**src/rtl/nebula_flit_ejector.sv**
```systemverilog
// NoC local-port ejector: reassembles HEAD/BODY/TAIL or SINGLE flits into one wide packet.
// Event counters are built only when NEBULA_EJECT_STATS_EN is defined; otherwise they read as zero.

package nebula_pkg;
    localparam int COORD_WIDTH     = 4;
    localparam int PACKET_ID_WIDTH = 8;

    typedef enum logic [1:0] {
        FLIT_HEAD   = 2'd0,
        FLIT_BODY   = 2'd1,
        FLIT_TAIL   = 2'd2,
        FLIT_SINGLE = 2'd3
    } flit_type_e;

    typedef struct packed {
        flit_type_e                 flit_type;
        logic [COORD_WIDTH-1:0]     dest_x;
        logic [COORD_WIDTH-1:0]     dest_y;
        logic [COORD_WIDTH-1:0]     src_x;
        logic [COORD_WIDTH-1:0]     src_y;
        logic [PACKET_ID_WIDTH-1:0] packet_id;
        logic [31:0]                payload;
    } noc_flit_t;
endpackage

module nebula_flit_ejector
    import nebula_pkg::*;
#(
    parameter int unsigned NODE_X    = 0,
    parameter int unsigned NODE_Y    = 0,
    parameter int unsigned MAX_FLITS = 4
) (
    input  logic                       clk,
    input  logic                       rst,
    input  logic                       flit_in_valid,
    output logic                       flit_in_ready,
    input  noc_flit_t                  flit_in,
    output logic                       pkt_valid,
    input  logic                       pkt_ready,
    output logic [COORD_WIDTH-1:0]     pkt_src_x,
    output logic [COORD_WIDTH-1:0]     pkt_src_y,
    output logic [PACKET_ID_WIDTH-1:0] pkt_id,
    output logic [4:0]                 pkt_len,
    output logic [MAX_FLITS*32-1:0]    pkt_data,
    output logic [15:0]                misroute_cnt,
    output logic [15:0]                proto_err_cnt,
    output logic [15:0]                pkt_cnt
);

    localparam logic [COORD_WIDTH-1:0] NODE_X_C = COORD_WIDTH'(NODE_X);
    localparam logic [COORD_WIDTH-1:0] NODE_Y_C = COORD_WIDTH'(NODE_Y);
    localparam logic [4:0]             MAX_C    = 5'(MAX_FLITS);

    typedef enum logic [1:0] {
        IDLE     = 2'd0,
        ASSEMBLE = 2'd1,
        DRAIN    = 2'd2,
        DELIVER  = 2'd3
    } state_e;

    state_e                     state_q, state_d;
    logic [4:0]                 count_q, count_d;
    logic [COORD_WIDTH-1:0]     src_x_q, src_x_d;
    logic [COORD_WIDTH-1:0]     src_y_q, src_y_d;
    logic [PACKET_ID_WIDTH-1:0] id_q, id_d;
    logic [4:0]                 len_q, len_d;
    logic [MAX_FLITS*32-1:0]    data_q, data_d;

    logic accept, is_start, dest_match, id_match;
    logic idle_proc, store_en;
    logic misroute_inc, proto_inc, pkt_inc;

    assign flit_in_ready = (state_q != DELIVER);
    assign pkt_valid     = (state_q == DELIVER);
    assign pkt_src_x     = src_x_q;
    assign pkt_src_y     = src_y_q;
    assign pkt_id        = id_q;
    assign pkt_len       = len_q;
    assign pkt_data      = data_q;

    assign accept     = flit_in_valid && flit_in_ready;
    assign is_start   = (flit_in.flit_type == FLIT_HEAD) || (flit_in.flit_type == FLIT_SINGLE);
    assign dest_match = (flit_in.dest_x == NODE_X_C) && (flit_in.dest_y == NODE_Y_C);
    assign id_match   = (flit_in.packet_id == id_q);

    always_comb begin
        state_d      = state_q;
        count_d      = count_q;
        src_x_d      = src_x_q;
        src_y_d      = src_y_q;
        id_d         = id_q;
        len_d        = len_q;
        data_d       = data_q;
        idle_proc    = 1'b0;
        store_en     = 1'b0;
        misroute_inc = 1'b0;
        proto_inc    = 1'b0;
        pkt_inc      = 1'b0;

        case (state_q)
            IDLE: idle_proc = accept;
            ASSEMBLE: begin
                if (accept) begin
                    if (is_start) begin
                        // A new packet start abandons the partial one and is handled as if idle.
                        proto_inc = 1'b1;
                        idle_proc = 1'b1;
                    end else if (!id_match) begin
                        proto_inc = 1'b1;
                    end else if (flit_in.flit_type == FLIT_TAIL) begin
                        if (count_q >= MAX_C) begin
                            proto_inc = 1'b1;
                            state_d   = IDLE;
                        end else begin
                            store_en = 1'b1;
                            len_d    = count_q + 5'd1;
                            state_d  = DELIVER;
                        end
                    end else if (count_q + 5'd1 >= MAX_C) begin
                        proto_inc = 1'b1;
                        state_d   = DRAIN;
                    end else begin
                        store_en = 1'b1;
                        count_d  = count_q + 5'd1;
                    end
                end
            end
            DRAIN: begin
                if (accept && flit_in.flit_type == FLIT_TAIL) begin
                    state_d = IDLE;
                end
            end
            DELIVER: begin
                if (pkt_ready) begin
                    state_d = IDLE;
                    pkt_inc = 1'b1;
                    data_d  = '0;
                end
            end
            default: state_d = IDLE;
        endcase

        if (idle_proc) begin
            case (flit_in.flit_type)
                FLIT_SINGLE, FLIT_HEAD: begin
                    if (dest_match) begin
                        data_d        = '0;
                        data_d[31:0]  = flit_in.payload;
                        src_x_d       = flit_in.src_x;
                        src_y_d       = flit_in.src_y;
                        id_d          = flit_in.packet_id;
                        count_d       = 5'd1;
                        if (flit_in.flit_type == FLIT_SINGLE) begin
                            len_d   = 5'd1;
                            state_d = DELIVER;
                        end else begin
                            state_d = ASSEMBLE;
                        end
                    end else begin
                        misroute_inc = 1'b1;
                        state_d      = (flit_in.flit_type == FLIT_HEAD) ? DRAIN : IDLE;
                    end
                end
                default: begin
                    proto_inc = 1'b1;
                    state_d   = IDLE;
                end
            endcase
        end

        if (store_en) begin
            for (int unsigned k = 0; k < MAX_FLITS; k++) begin
                if (count_q == 5'(k)) begin
                    data_d[32*k +: 32] = flit_in.payload;
                end
            end
        end
    end

    always_ff @(posedge clk) begin
        if (rst) begin
            state_q <= IDLE;
            count_q <= '0;
            src_x_q <= '0;
            src_y_q <= '0;
            id_q    <= '0;
            len_q   <= '0;
            data_q  <= '0;
        end else begin
            state_q <= state_d;
            count_q <= count_d;
            src_x_q <= src_x_d;
            src_y_q <= src_y_d;
            id_q    <= id_d;
            len_q   <= len_d;
            data_q  <= data_d;
        end
    end

`ifdef NEBULA_EJECT_STATS_EN
    logic [15:0] misroute_cnt_q, misroute_cnt_d;
    logic [15:0] proto_err_cnt_q, proto_err_cnt_d;
    logic [15:0] pkt_cnt_q, pkt_cnt_d;

    always_comb begin
        misroute_cnt_d  = misroute_cnt_q;
        proto_err_cnt_d = proto_err_cnt_q;
        pkt_cnt_d       = pkt_cnt_q;
        if (misroute_inc && misroute_cnt_q != '1) misroute_cnt_d = misroute_cnt_q + 16'd1;
        if (proto_inc && proto_err_cnt_q != '1)   proto_err_cnt_d = proto_err_cnt_q + 16'd1;
        if (pkt_inc && pkt_cnt_q != '1)           pkt_cnt_d = pkt_cnt_q + 16'd1;
    end

    always_ff @(posedge clk) begin
        if (rst) begin
            misroute_cnt_q  <= '0;
            proto_err_cnt_q <= '0;
            pkt_cnt_q       <= '0;
        end else begin
            misroute_cnt_q  <= misroute_cnt_d;
            proto_err_cnt_q <= proto_err_cnt_d;
            pkt_cnt_q       <= pkt_cnt_d;
        end
    end

    assign misroute_cnt  = misroute_cnt_q;
    assign proto_err_cnt = proto_err_cnt_q;
    assign pkt_cnt       = pkt_cnt_q;
`else
    logic unused_stats;
    assign unused_stats  = misroute_inc | proto_inc | pkt_inc;
    assign misroute_cnt  = '0;
    assign proto_err_cnt = '0;
    assign pkt_cnt       = '0;
`endif

endmodule

```
**config.mk**
```make
export PLATFORM = sky130hd
export DESIGN_NAME = nebula_flit_ejector
export DESIGN_NICKNAME = d
export VERILOG_FILES = /design/src/rtl/nebula_flit_ejector.sv
export SDC_FILE = /design/constraint.sdc
export NUM_CORES = 1
export LEC_CHECK = 0
export CORE_MARGIN = 2
export CORE_UTILIZATION = 40
export CTS_BUF_LIST = sky130_fd_sc_hd__clkbuf_4
export DETAILED_ROUTE_END_ITERATION = 10
export PLACE_DENSITY = 0.81
export SYNTH_ARGS = -nofsm -noshare
export SYNTH_HDL_FRONTEND = slang
export SYNTH_SLANG_ARGS = --single-unit
export TNS_END_PERCENT = 50
```
**constraint.sdc**
```tcl
create_clock -name clk -period 2.12 [get_ports clk]
set_input_delay 0.318 -clock clk [delete_from_list [all_inputs] [get_ports clk]]
set_output_delay 0.318 -clock clk [all_outputs]
set_load 0.02 [all_outputs]
```
==> key figures <==
Timing
  – Slew headroom: roughly three fifths
  – Crit share post-route: 101%
  – Fmax: between 0.4 and 0.5 GHz
  – Least-Margin Pin Slew: between 0.6 and 0.7 ns
  – Finish-stage setup viols: 8
  – Final Max Slew Viols: 0
  – Final Critical Period: around 2.1 ns
  – Setup WS post-layout: -0.0278 ns
  – RSZ-0062 raised after global routing: yes
  – Hold Worst Slack: around 0.15 ns
  – Final Hold Fails: 0
  – Clk_skew: between 0.02 and 0.025 ns

Power and ir drop
  – Leak pwr: between 3 and 4 nW
  – PD cells: 539 nW/um2
  – Peak supply drop: 0.000306 V

Synthesis
  – Yosys reg bits: ~160
  – Register area share after synthesis: 48.6%
  – Synth Flop Type: dfxtp_1
  – Synth Area in Simple Gates: a little over 20%
  – Xor and xnor fraction of the mapped netlist area: between 1.5 and 2%
  – Synth unique cells: 46
  – Synthesized area: ~6400 um2
  – Synth warn: 0
  – Largest family of logic cells by synthesized area: simple AND/OR/NAND/NOR gates
  – Avg Inst Size Synth: 8.61 um2
  – Post-synthesis adder-cell area fraction: roughly 2.3%
  – Syn Inst Count: between 700 and 800
  – Post-synthesis compound-gate area fraction: 15.6%
  – Post-synth EDFFs: 0
  – Multiplexer share of the synthesized area: 0.935%
  – Async S/R FF share, synth: 0%

Route
  – Routed vias: around 6300
  – Number of routed nets with antenna violations: 0
  – Drt pass-1 iters: 5
  – Drt via density: 5.16
  – Initial DRC Count: ~420
  – Metal2 WL: between 10000 and 15000 um
  – Met1 wire length: between 9000 and 10000 um
  – DR top layer: met4
  – Met3 routed WL: 1650 um
  – Residual DRC: 0
  – Wire per inst: between 15 and 20 um
  – Routed WL: 21600 um

Clock tree
  – Deepest level of the CTS H-tree: 4
  – Max clock buf depth: 2
  – CTS Hold Bufs: 0
  – CTS tree: done
  – Clk sinks: roughly 160
  – Worst-path clk slew: approximately 0.15 ns
  – Cts bufs inserted: 17
  – Clock root buffer: clkbuf_4
  – Clk_lat worst skew: approximately 0.57 ns

Die
  – Die H: ~130 um
  – Num ports: around 260
  – Core ar.: around 16000 um2
  – Area of the die: roughly 17000 um2
  – Die X: around 130 um
  – FP Rows: 46
  – Initial core utilization: 40.7%

Placed design
  – Post-DP HPWL: roughly 14000 um
  – Post-place setup slack: -0.540 ns
  – PortBufs: between 200 and 250
  – Placer congestion estimate: 0.870

Setup path
  – Slowest-stage cell, CP: clkdlybuf4s50_1
  – Required time worst endpoint: 2.63 ns
  – Worst EP arrival: 2.65 ns
  – Worst reg-to-reg path cell count: 9
  – CP endpoint kind: flop
  – CP bufs+invs: 4
  – CP top delay family: buffers and inverters
  – Stages on the worst setup path: 11
  – Worst-path cell chain: clkdlybuf4s50_1, inv_1, ha_4, and4b_1, nand4_1, buf_6, nor4_4, and3_4, clkbuf_16, nand2_1, a21oi_1
  – Crit path launch type: input port
  – Path type of the worst setup path: input port to flop
  – Max incr delay on CP: roughly 0.5 ns
  – Crit path max fanout: 8

Global route
  – Vias in the first global route: around 5800
  – Remaining Overflow, GRT: 0
  – GRT Total Usage: between 20 and 25%
  – Largest net degree at the start of global routing: 57
  – Initial antenna violation count: 1
  – Wire length of the first global-routing pass: a little under 30000 um

Worst hold path
  – Hold path depth: 2
  – HP Class: input port to flop

Run status
  – Failing checks: negative setup slack
  – Status: finished, violations left

Layout
  – Proportion of layout cells with a drive suffix above 1: about 16%
  – FILL cells: approximately 1400
  – Final net count: between 1000 and 1500
  – Layout area overhead: 52.2%

Run
  – Number of max-cap violations: 0
## cells in the final DEF, fill, tap and decap left out, drive strengths merged, types with 2 or more instances in the layout
master,synthesis,routed
dlygate4sd2,0,2
o211ai,2,2
mux2i,6,6
buf,75,69
clkbuf,29,26
and2,6,6
ha,12,12
xor2,8,8
nor3,4,4
a211oi,3,3
a21oi,118,118
or4,2,2
or3,2,2
a22o,32,32
dfxtp,156,156
conb,1,48
nand2b,2,2
xnor2,3,3
inv,12,14
clkdlybuf4s50,0,209
o21ai,5,5
and3,4,4
clkinvlp,0,4
clkinv,0,8
nor4,5,5
and4,3,3
nor2,7,7
nand4,6,6
nand3,100,100
nand2,132,132
## cell families (layout without fill, tap and decap cells)
group	count (synthesis)	count (layout)
flip-flops	156	156
AO/OA/AOI/OAI	166	166
XOR/XNOR	11	11
adder cells (fa/ha/maj)	12	12
AND/OR/NAND/NOR	278	278
other	1	49
buffers and inverters	116	333
multiplexers	6	6
## final timing paths
path                                     to                 startpoint  slack [ns]
hold reg to reg   pkt_src_x[1]$_SDFFE_PP0P_  pkt_src_x[1]$_SDFFE_PP0P_        0.46
hold / removal       pkt_id[6]$_SDFFE_PP0P_                        rst        0.15
setup reg to reg   pkt_data[115]$_SDFF_PP0_    state_q[1]$_SDFFE_PP0P_       -0.03
setup / recovery   pkt_data[115]$_SDFF_PP0_                flit_in[56]       -0.03
## registers in the layout (all words and copies together) (netlist names)
name       count
count_q        5
pkt_id         8
pkt_src_x      4
pkt_len        5
pkt_src_y      4
state_q        2
pkt_data     128
## area by class of cell
class                   instances  area [um2]  area share [%]
diodes                          1        2.50          0.0256
clock buffers                  17         128            1.31
clock inverters                15         123            1.25
inverters                      12        47.5           0.487
multi-input cells             521        3040            31.1
flip-flops and latches        156        3140            32.1
well taps                     216         270            2.77
repair buffers                289        3020            30.9
## synthesized netlist by cell type (all sizes together) (7+ instances only)
master / n / area (um2)
clkbuf: 29 / 109
dfxtp: 156 / 3120
a22o: 32 / 280
ha: 12 / 150
buf: 75 / 512
inv: 12 / 45.0
nand3: 100 / 500
a21oi: 118 / 591
nor2: 7 / 26.3
xor2: 8 / 70.1
nand2: 132 / 495
## power by group
group | internal, mW | switching (mW) | total (mW)
logic | 0.253 | 0.348 | 0.601
registers | 2.95 | 0.0237 | 2.97
clock network | 0.571 | 1.12 | 1.69
## through the flow
| stage | TNS, ns | std cells | cell area [um2] | util, % | total power, mW |
|---|---|---|---|---|---|
| final | -0.0900 | 1227 | 9770 | 62.0 | 5.26 |
| after global routing | -2.19 | 1227 | 9770 | 62.0 | 5.47 |
| after CTS | 0 | 1211 | 9290 | 58.9 | 5.28 |
| after detailed placement | -68.99 | 1178 | 9010 | 57.1 | 3.59 |
| after global placement | -62.49 | 1178 | 9010 | 57.1 | 3.58 |
| after floorplan | -0.0146 | 793 | 6660 | - | 3.38 |
## routing by layer
| layer | global-route usage, % | vias to the layer above |
|---|---|---|
| li1 | - | 2987 |
| met1 | 28.1 | 3017 |
| met2 | 37.2 | 299 |
| met3 | 5.82 | 32 |
| met4 | 8.51 | 0 |
| met5 | 0 | - |
## repair_timing
item | CTS | global route
cloned | 0 | 11
gates resized for setup | 7 | 51
buffers inserted | 1 | 5
setup endpoints to repair | 123 | 134
pin swaps | 3 | 17
Note: power is estimated with default switching activity, not from simulation.
